File: src/rtl/serial_arith_pkg.sv
// Shared definitions for the bit-serial arithmetic blocks: FSM state encoding
// and the bit-counter width helper.
package serial_arith_pkg;

  typedef enum logic [1:0] {
    IDLE  = 2'd0,
    SHIFT = 2'd1,
    DONE  = 2'd2
  } state_e;

  // A one-bit counter is the floor, even for degenerate widths.
  function automatic int cnt_w(input int width);
    return (width < 2) ? 1 : $clog2(width);
  endfunction

endpackage

File: src/rtl/full_subtractor.sv
// One-bit full subtractor: d = a - b - bi, bo = borrow out.
// Purely combinational, zero latency, no flow control.
module full_subtractor (
  input  logic a,
  input  logic b,
  input  logic bi,
  output logic d,
  output logic bo
);

  assign d  = a ^ b ^ bi;
  assign bo = (~a & b) | (~(a ^ b) & bi);

endmodule

File: src/rtl/serial_subtractor.sv
// Bit-serial WIDTH-bit subtractor (a - b - bin), LSB first; done pulses WIDTH cycles after the accepted start.
// No backpressure: start is only sampled in IDLE and is dropped while busy.
module serial_subtractor
  import serial_arith_pkg::*;
#(
  parameter int WIDTH = 8
) (
  input  logic             clk,
  input  logic             rst,
  input  logic             start,
  input  logic [WIDTH-1:0] a,
  input  logic [WIDTH-1:0] b,
  input  logic             bin,
  output logic             busy,
  output logic             done,
  output logic [WIDTH-1:0] diff,
  output logic             bout
);

  localparam int CW = cnt_w(WIDTH);
  localparam logic [CW-1:0] CNT_LAST = CW'(WIDTH - 1);

  state_e           state_q, state_d;
  logic [WIDTH-1:0] sa_q, sa_d;
  logic [WIDTH-1:0] sb_q, sb_d;
  logic [WIDTH-1:0] sd_q, sd_d;
  logic [WIDTH-1:0] diff_q, diff_d;
  logic             br_q, br_d;
  logic             bout_q, bout_d;
  logic [CW-1:0]    cnt_q, cnt_d;
  logic             stage_d, stage_bo;

  full_subtractor u_stage (
    .a  (sa_q[0]),
    .b  (sb_q[0]),
    .bi (br_q),
    .d  (stage_d),
    .bo (stage_bo)
  );

  always_comb begin
    state_d = state_q;
    sa_d    = sa_q;
    sb_d    = sb_q;
    sd_d    = sd_q;
    diff_d  = diff_q;
    br_d    = br_q;
    bout_d  = bout_q;
    cnt_d   = cnt_q;
    case (state_q)
      IDLE: begin
        if (start) begin
          sa_d    = a;
          sb_d    = b;
          br_d    = bin;
          cnt_d   = '0;
          state_d = SHIFT;
        end
      end
      SHIFT: begin
        sd_d  = {stage_d, sd_q[WIDTH-1:1]};
        sa_d  = {1'b0, sa_q[WIDTH-1:1]};
        sb_d  = {1'b0, sb_q[WIDTH-1:1]};
        br_d  = stage_bo;
        cnt_d = cnt_q + CW'(1);
        // Outputs update only on the last bit so partial results never leak.
        if (cnt_q == CNT_LAST) begin
          diff_d  = {stage_d, sd_q[WIDTH-1:1]};
          bout_d  = stage_bo;
          cnt_d   = cnt_q;
          state_d = DONE;
        end
      end
      DONE:    state_d = IDLE;
      default: state_d = IDLE;
    endcase
  end

  always_ff @(posedge clk) begin
    if (rst) begin
      state_q <= IDLE;
      sa_q    <= '0;
      sb_q    <= '0;
      sd_q    <= '0;
      diff_q  <= '0;
      br_q    <= 1'b0;
      bout_q  <= 1'b0;
      cnt_q   <= '0;
    end else begin
      state_q <= state_d;
      sa_q    <= sa_d;
      sb_q    <= sb_d;
      sd_q    <= sd_d;
      diff_q  <= diff_d;
      br_q    <= br_d;
      bout_q  <= bout_d;
      cnt_q   <= cnt_d;
    end
  end

  assign busy = (state_q != IDLE);
  assign done = (state_q == DONE);
  assign diff = diff_q;
  assign bout = bout_q;

endmodule
File: config.mk
export PLATFORM = sky130hd
export DESIGN_NAME = serial_subtractor
export DESIGN_NICKNAME = d
export VERILOG_FILES = /design/src/rtl/serial_arith_pkg.sv /design/src/rtl/full_subtractor.sv /design/src/rtl/serial_subtractor.sv
export SDC_FILE = /design/constraint.sdc
export NUM_CORES = 1
export LEC_CHECK = 0
export ABC_AREA = 1
export CAP_MARGIN = 20
export CORE_MARGIN = 2
export CORE_UTILIZATION = 45
export DETAILED_ROUTE_END_ITERATION = 6
export GPL_TIMING_DRIVEN = 0
export PLACE_DENSITY = 0.7
export SYNTH_ARGS = -nofsm -noshare
export SYNTH_HDL_FRONTEND = slang
export SYNTH_HIERARCHICAL = 1
export SYNTH_SLANG_ARGS = --single-unit
File: constraint.sdc
create_clock -name clk -period 1.5 [get_ports clk]
set_input_delay 0.3 -clock clk [delete_from_list [all_inputs] [get_ports clk]]
set_output_delay 0.3 -clock clk [all_outputs]
set_load 0.02 [all_outputs]
==> results.yml, run 1 <==
timing:
  finalWorstPathRequiredPeriod_ns: 1.44
  fin_setup_tns_ns: 0
  slew_viol_final: 0
  skew_ns: 0.00435
  setup_viol: 0
  period_share: 0.959
  setup_slack_ns: 0.0617
  rsz0062_at_grt: "false"
  slew_headroom: 0.715
  tightest_slew_ns: 0.428
  fin_hold_ws_ns: 0.476
  fmax_ghz: 0.695
  hold_violations: 0
detailed_routing:
  vias_per_cell: 4.47
  first_iter_violations: 82
  antenna_left: 0
  met1_length_um: 1690
  remaining_drc_errors: 0
  wl_um: 3530
  wl_met2_um: 1640
  route.top_layer_used: "met4"
  routedWlPerCell_um: 9.91
  vias: 1593
  wl_met3_um: 168
  dr.pass1.iters: 4
layout:
  final_common_cell: "nand2_1"
  postLayoutCoreUtil: 0.581
  syn_to_final_growth_pct: 26.4
  n_fill_cell: 401
  final_nets: 328
  antennaDiodeCount: 0
  final_cell_mix: "nand2_1 (88), nor2_1 (53), dfxtp_1 (37), inv_1 (29), clkdlybuf4s50_1 (19)"
  drive_gt1_frac: 0.121
global_routing:
  antenna_found_initial: 0
  grt_pass1_wl_um: 6240
  overflow: 0
  grt_pass1_vias: 1454
  grt_usage: 0.182
  grt_max_degree: 12
worst_setup_path:
  crit_arrival_ns: 1.14
  cp.required_ns: 1.20
  cp-start-kind: "flip-flop"
  critPathMaxFanout: 7
  end_kind: "primary output"
  critPathKind: "flip-flop to primary output"
clock_network:
  cts_buffer_depth: 2
  clock_latency_ns: 0.29
  cts_sinks: 38
  cts_root_buffer: "clkbuf_8"
  clk_pin_slew_ns: 0.07
  cts_tree: "done"
  cts_max_level: 2
  cts_hold_buf: 0
  numCtsBuffers: 5
placement:
  dp_slack_ns: -0.206
  portBuffers: 30
  dp_hpwl_um: 2520
  place.gp.congestion: 0.773
floorplanning:
  start_util: 0.460
  core_um2: 3940
  die_area_um2: 4550
  dieHeight_um: 67.5
  io_pins: 31
  dieWidth_um: 67.5
  rows: 23
synthesis:
  avgSynthCellArea_um2: 6.79
  syn-num-nets: 290
  synth_seq_cells: 38
  yosys_warnings: 6
  synth.distinct_cells: 22
  syn_area_um2: 1810
  syn_inst: 267
  seq_area_frac_synth: 0.420
power_and_ir_drop:
  peakVddDrop_uv: 527
  leakagePower_nw: 1.13
  swShare: 0.257
  clock_power_share: 0.360
  p_int_mw: 1.70
  p_comb_frac: 0.159
  power_switching_uw: 589
  pwr-share-seq: 0.481
  p_per_area_nw_per_um2: 999
run_status:
  status: "complete, no violations"
min_path:
  hp-class: "flip-flop to flip-flop"
flow_run:
  maxCapViolCount: 0
-- per-stage QoR --
stage	power (mW)	area, µm²	cells
2_1_floorplan	1.38	1810	267
3_3_place_gp	1.48	2170	347
3_5_place_dp	1.49	2170	347
4_1_cts	2.31	2280	355
5_1_grt	2.42	2290	356
6_report	2.29	2290	356
-- per-layer routing --
layer | vias up | track usage
li1 | 874 | -
met2 | 33 | 0.309
met4 | 0 | 0.0612
met1 | 681 | 0.217
met3 | 5 | 0.0567
met5 | - | 0
-- kinds of logic (layout without fill, tap and decap cells) --
group	count (synthesis)	after routing	share of synthesized area
AOI/OAI and AO/OA	21	21	0.0642
adders and majority gates	3	3	0.0249
and+or+nand+nor	162	162	0.371
DFF	38	38	0.420
buffers and inverters	43	82	0.120
-- repair_timing --
action                     4_1_cts  5_1_grt
setup endpoints to repair       11        4
setup buffers                    0        1
pin swaps                        0        1
gates resized for setup         18        4
-- final timing paths --
path              cells after the start  slack (ns)                    start              endpoint
setup / recovery                      3        0.06  state_q[0]$_SDFFE_PP0P_                  done
hold / removal                        2        0.48     sa_q[7]$_SDFFE_PP0P_  sa_q[7]$_SDFFE_PP0P_
setup reg to reg                      8        0.19    cnt_q[1]$_SDFFE_PP0P_     bout$_SDFFE_PP0P_
hold reg to reg                       2        0.48     sa_q[7]$_SDFFE_PP0P_  sa_q[7]$_SDFFE_PP0P_
-- synth_stat cells (all sizes together) --
cell | number | share of area
a21oi | 5 | 0.014
inv | 31 | 0.066
dfxtp | 38 | 0.42
fa | 1 | 0.011
nand3 | 8 | 0.022
ha | 2 | 0.014
clkinv | 1 | 0.0021
o21ai | 16 | 0.050
nor2 | 65 | 0.16
nand2 | 89 | 0.19
buf | 8 | 0.046
clkbuf | 3 | 0.0062
-- power by group through the flow --
stage / registers [mW] / logic (mW) / clock network, mW
floorplan: 1.12 / 0.258 / 0
global placement: 1.12 / 0.360 / 0
detailed placement: 1.13 / 0.363 / 0
CTS: 1.10 / 0.366 / 0.844
global route: 1.11 / 0.424 / 0.888
finish: 1.10 / 0.364 / 0.824
-- critical path, stage by stage (launching register included) --
cell             delay, ns
dfxtp_1               0.31
buf_6                 0.14
nor2_1                0.12
clkdlybuf4s15_2       0.27
-- state kept, by name, summed over array words and instances (netlist names) --
name	cells
bout	1
br_q	1
cnt_q	3
diff	8
sa_q	8
sb_q	8
sd_q	7
state_q	2
-- cell type report --
cell class / instances / area, µm² / share of cell area
Buffer: 11 / 96.3 / 0.0421
Clock buffer: 8 / 110 / 0.0481
Inverter: 32 / 123 / 0.0536
Multi-Input combinational cell: 186 / 841 / 0.367
Sequential cell: 38 / 764 / 0.334
Tap cell: 50 / 62.6 / 0.0273
Timing Repair Buffer: 31 / 293 / 0.128
(Power assumes the default switching activity.)
==> run 2, diff against run 1 <==
--- a/config.mk
+++ b/config.mk
@@ -10,7 +10,6 @@
 export CORE_MARGIN = 2
 export CORE_UTILIZATION = 45
 export DETAILED_ROUTE_END_ITERATION = 6
-export GPL_TIMING_DRIVEN = 0
 export PLACE_DENSITY = 0.7
 export SYNTH_ARGS = -nofsm -noshare
 export SYNTH_HDL_FRONTEND = slang
==> results.yml, run 2 (synthesis results as in run 1) <==
timing:
  slew_viol_final: 0
  setup_slack_ns: 0.0626
  fin_hold_ws_ns: 0.469
  setup_viol: 0
  skew_ns: 0.00472
  finalWorstPathRequiredPeriod_ns: 1.44
  hold_violations: 0
  slew_headroom: 0.788
  period_share: 0.958
  tightest_slew_ns: 0.317
  fin_setup_tns_ns: 0
  fmax_ghz: 0.696
  rsz0062_at_grt: "false"
worst_setup_path:
  reg2reg_setup_slack_ns: 0.20
  cp.required_ns: 1.20
  crit_path_end: "done"
  critPathMaxFanout: 3
  crit_chain: "inv_4 > nor2_1 > dlygate4sd2_1"
  critPathKind: "flip-flop to primary output"
  r2r_start: "cnt_q[0]$_SDFFE_PP0P_"
  crit_arrival_ns: 1.14
  cp-start-kind: "flip-flop"
  crit_path_max_incr_delay_ns: 0.40
  crit_path_top_delay_cell: "dfxtp_2"
  end_kind: "primary output"
  r2r_cells: 8
  path_delay_family: "flip-flops"
  critPathBufInv: 2
  path_depth: 3
  cp-startpoint: "state_q[1]$_SDFFE_PP0P_"
  rr_endpoint: "bout$_SDFFE_PP0P_"
power_and_ir_drop:
  leakagePower_nw: 1.12
  p_per_area_nw_per_um2: 1020
  total_power_mw: 2.33
  peakVddDrop_uv: 555
clock_network:
  cts_sinks: 38
  cts_root_buffer: "clkbuf_8"
  clk_pin_slew_ns: 0.08
  numCtsBuffers: 5
  cts_buffer_depth: 2
  cts_tree: "done"
  clock_latency_ns: 0.29
  cts_max_level: 2
  cts_setup_buffers: 0
detailed_routing:
  vias_per_cell: 4.49
  wl_um: 3340
  dr.pass1.iters: 4
  first_iter_violations: 50
  antenna_left: 0
  remaining_drc_errors: 0
  routedWlPerCell_um: 9.44
  vias: 1591
layout:
  final_common_cell: "nand2_1"
  antennaDiodeCount: 0
  stdcell_count: 354
  n_fill_cell: 389
  final_cell_mix: "nand2_1 (88), nor2_1 (53), dfxtp_1 (37), inv_1 (29), clkdlybuf4s50_1 (19)"
  drive_gt1_frac: 0.115
  final_nets: 326
  syn_to_final_growth_pct: 25.7
floorplanning:
  rows: 23
  io_pins: 31
  core_um2: 3940
  dieHeight_um: 67.5
  dieWidth_um: 67.5
  start_util: 0.460
  die_area_um2: 4550
run_status:
  status: "complete, no violations"
global_routing:
  grt_pass1_vias: 1412
  grt_usage: 0.169
  overflow: 0
  grt_pass1_wl_um: 5760
  antenna_found_initial: 0
  grt_max_degree: 33
placement:
  dp_hpwl_um: 2350
  dp.cells: 346
  dp_slack_ns: -0.0258
  portBuffers: 30
  place.gp.congestion: 0.747
flow_run:
  maxCapViolCount: 0
min_path:
  hp-class: "flip-flop to flip-flop"
run 2: cell types whose count changed in the layout (fill, tap and decap cells not counted), sizes merged:
cell and change:
clkbuf -6, clkinvlp +2, bufinv +1, dlygate4sd2 +1
run 2: worst min path at each step:
stage | start | endpoint | slack (ns) | cells after the start
6_report | sb_q[7]$_SDFFE_PP0P_ | sb_q[7]$_SDFFE_PP0P_ | 0.47 | 2
5_1_grt | sb_q[7]$_SDFFE_PP0P_ | sb_q[7]$_SDFFE_PP0P_ | 0.50 | 2
4_1_cts | sb_q[7]$_SDFFE_PP0P_ | sb_q[7]$_SDFFE_PP0P_ | 0.47 | 2
3_5_place_dp | sb_q[7]$_SDFFE_PP0P_ | sb_q[7]$_SDFFE_PP0P_ | 0.46 | 2
3_3_place_gp | sb_q[7]$_SDFFE_PP0P_ | sb_q[7]$_SDFFE_PP0P_ | 0.45 | 2
2_1_floorplan | rst | sa_q[7]$_SDFFE_PP0P_ | 0.37 | 1
run 2: final cells by class:
cell class,count,area [µm²],share of cell area
clock buffer,5,68.8,0.0302
inverter,32,123,0.0538
timing repair buffer,40,375,0.165
sequential,38,762,0.335
clock inverter,3,45.0,0.0198
tap,50,62.6,0.0275
multi-input combinational,186,841,0.369
run 2: worst min-delay path, stage by stage, from the launching register on:
cell and delay [ns]:
dfxtp_1 0.31, nand2_1 0.06, a21oi_1 0.05
run 2: metrics by stage:
stage	instance area, µm²	utilization
4_1_cts	2280	0.577
2_1_floorplan	1810	-
3_5_place_dp	2170	0.550
3_3_place_gp	2170	0.550
6_report	2280	0.578
5_1_grt	2280	0.578
run 2: per-layer routing:
layer	track usage	share of wire	wire, µm
met2	0.298	0.47	1570
met3	0.0400	0.036	120
met5	0	0	0
met1	0.190	0.47	1580
met4	0.0842	0.022	73
run 2: what timing repair did:
action / 4_1_cts / 5_1_grt
setup endpoints to repair: 11 / 1
pin swaps: 0 / 1
hold buffers: 0 / 0
resized for setup: 14 / 1
run 2: power by group:
group / internal, mW / total, mW / switching [mW]
clock network: 0.494 / 0.875 / 0.380
registers: 1.07 / 1.10 / 0.0343
logic: 0.159 / 0.347 / 0.188
total: 1.72 / 2.33 / 0.602
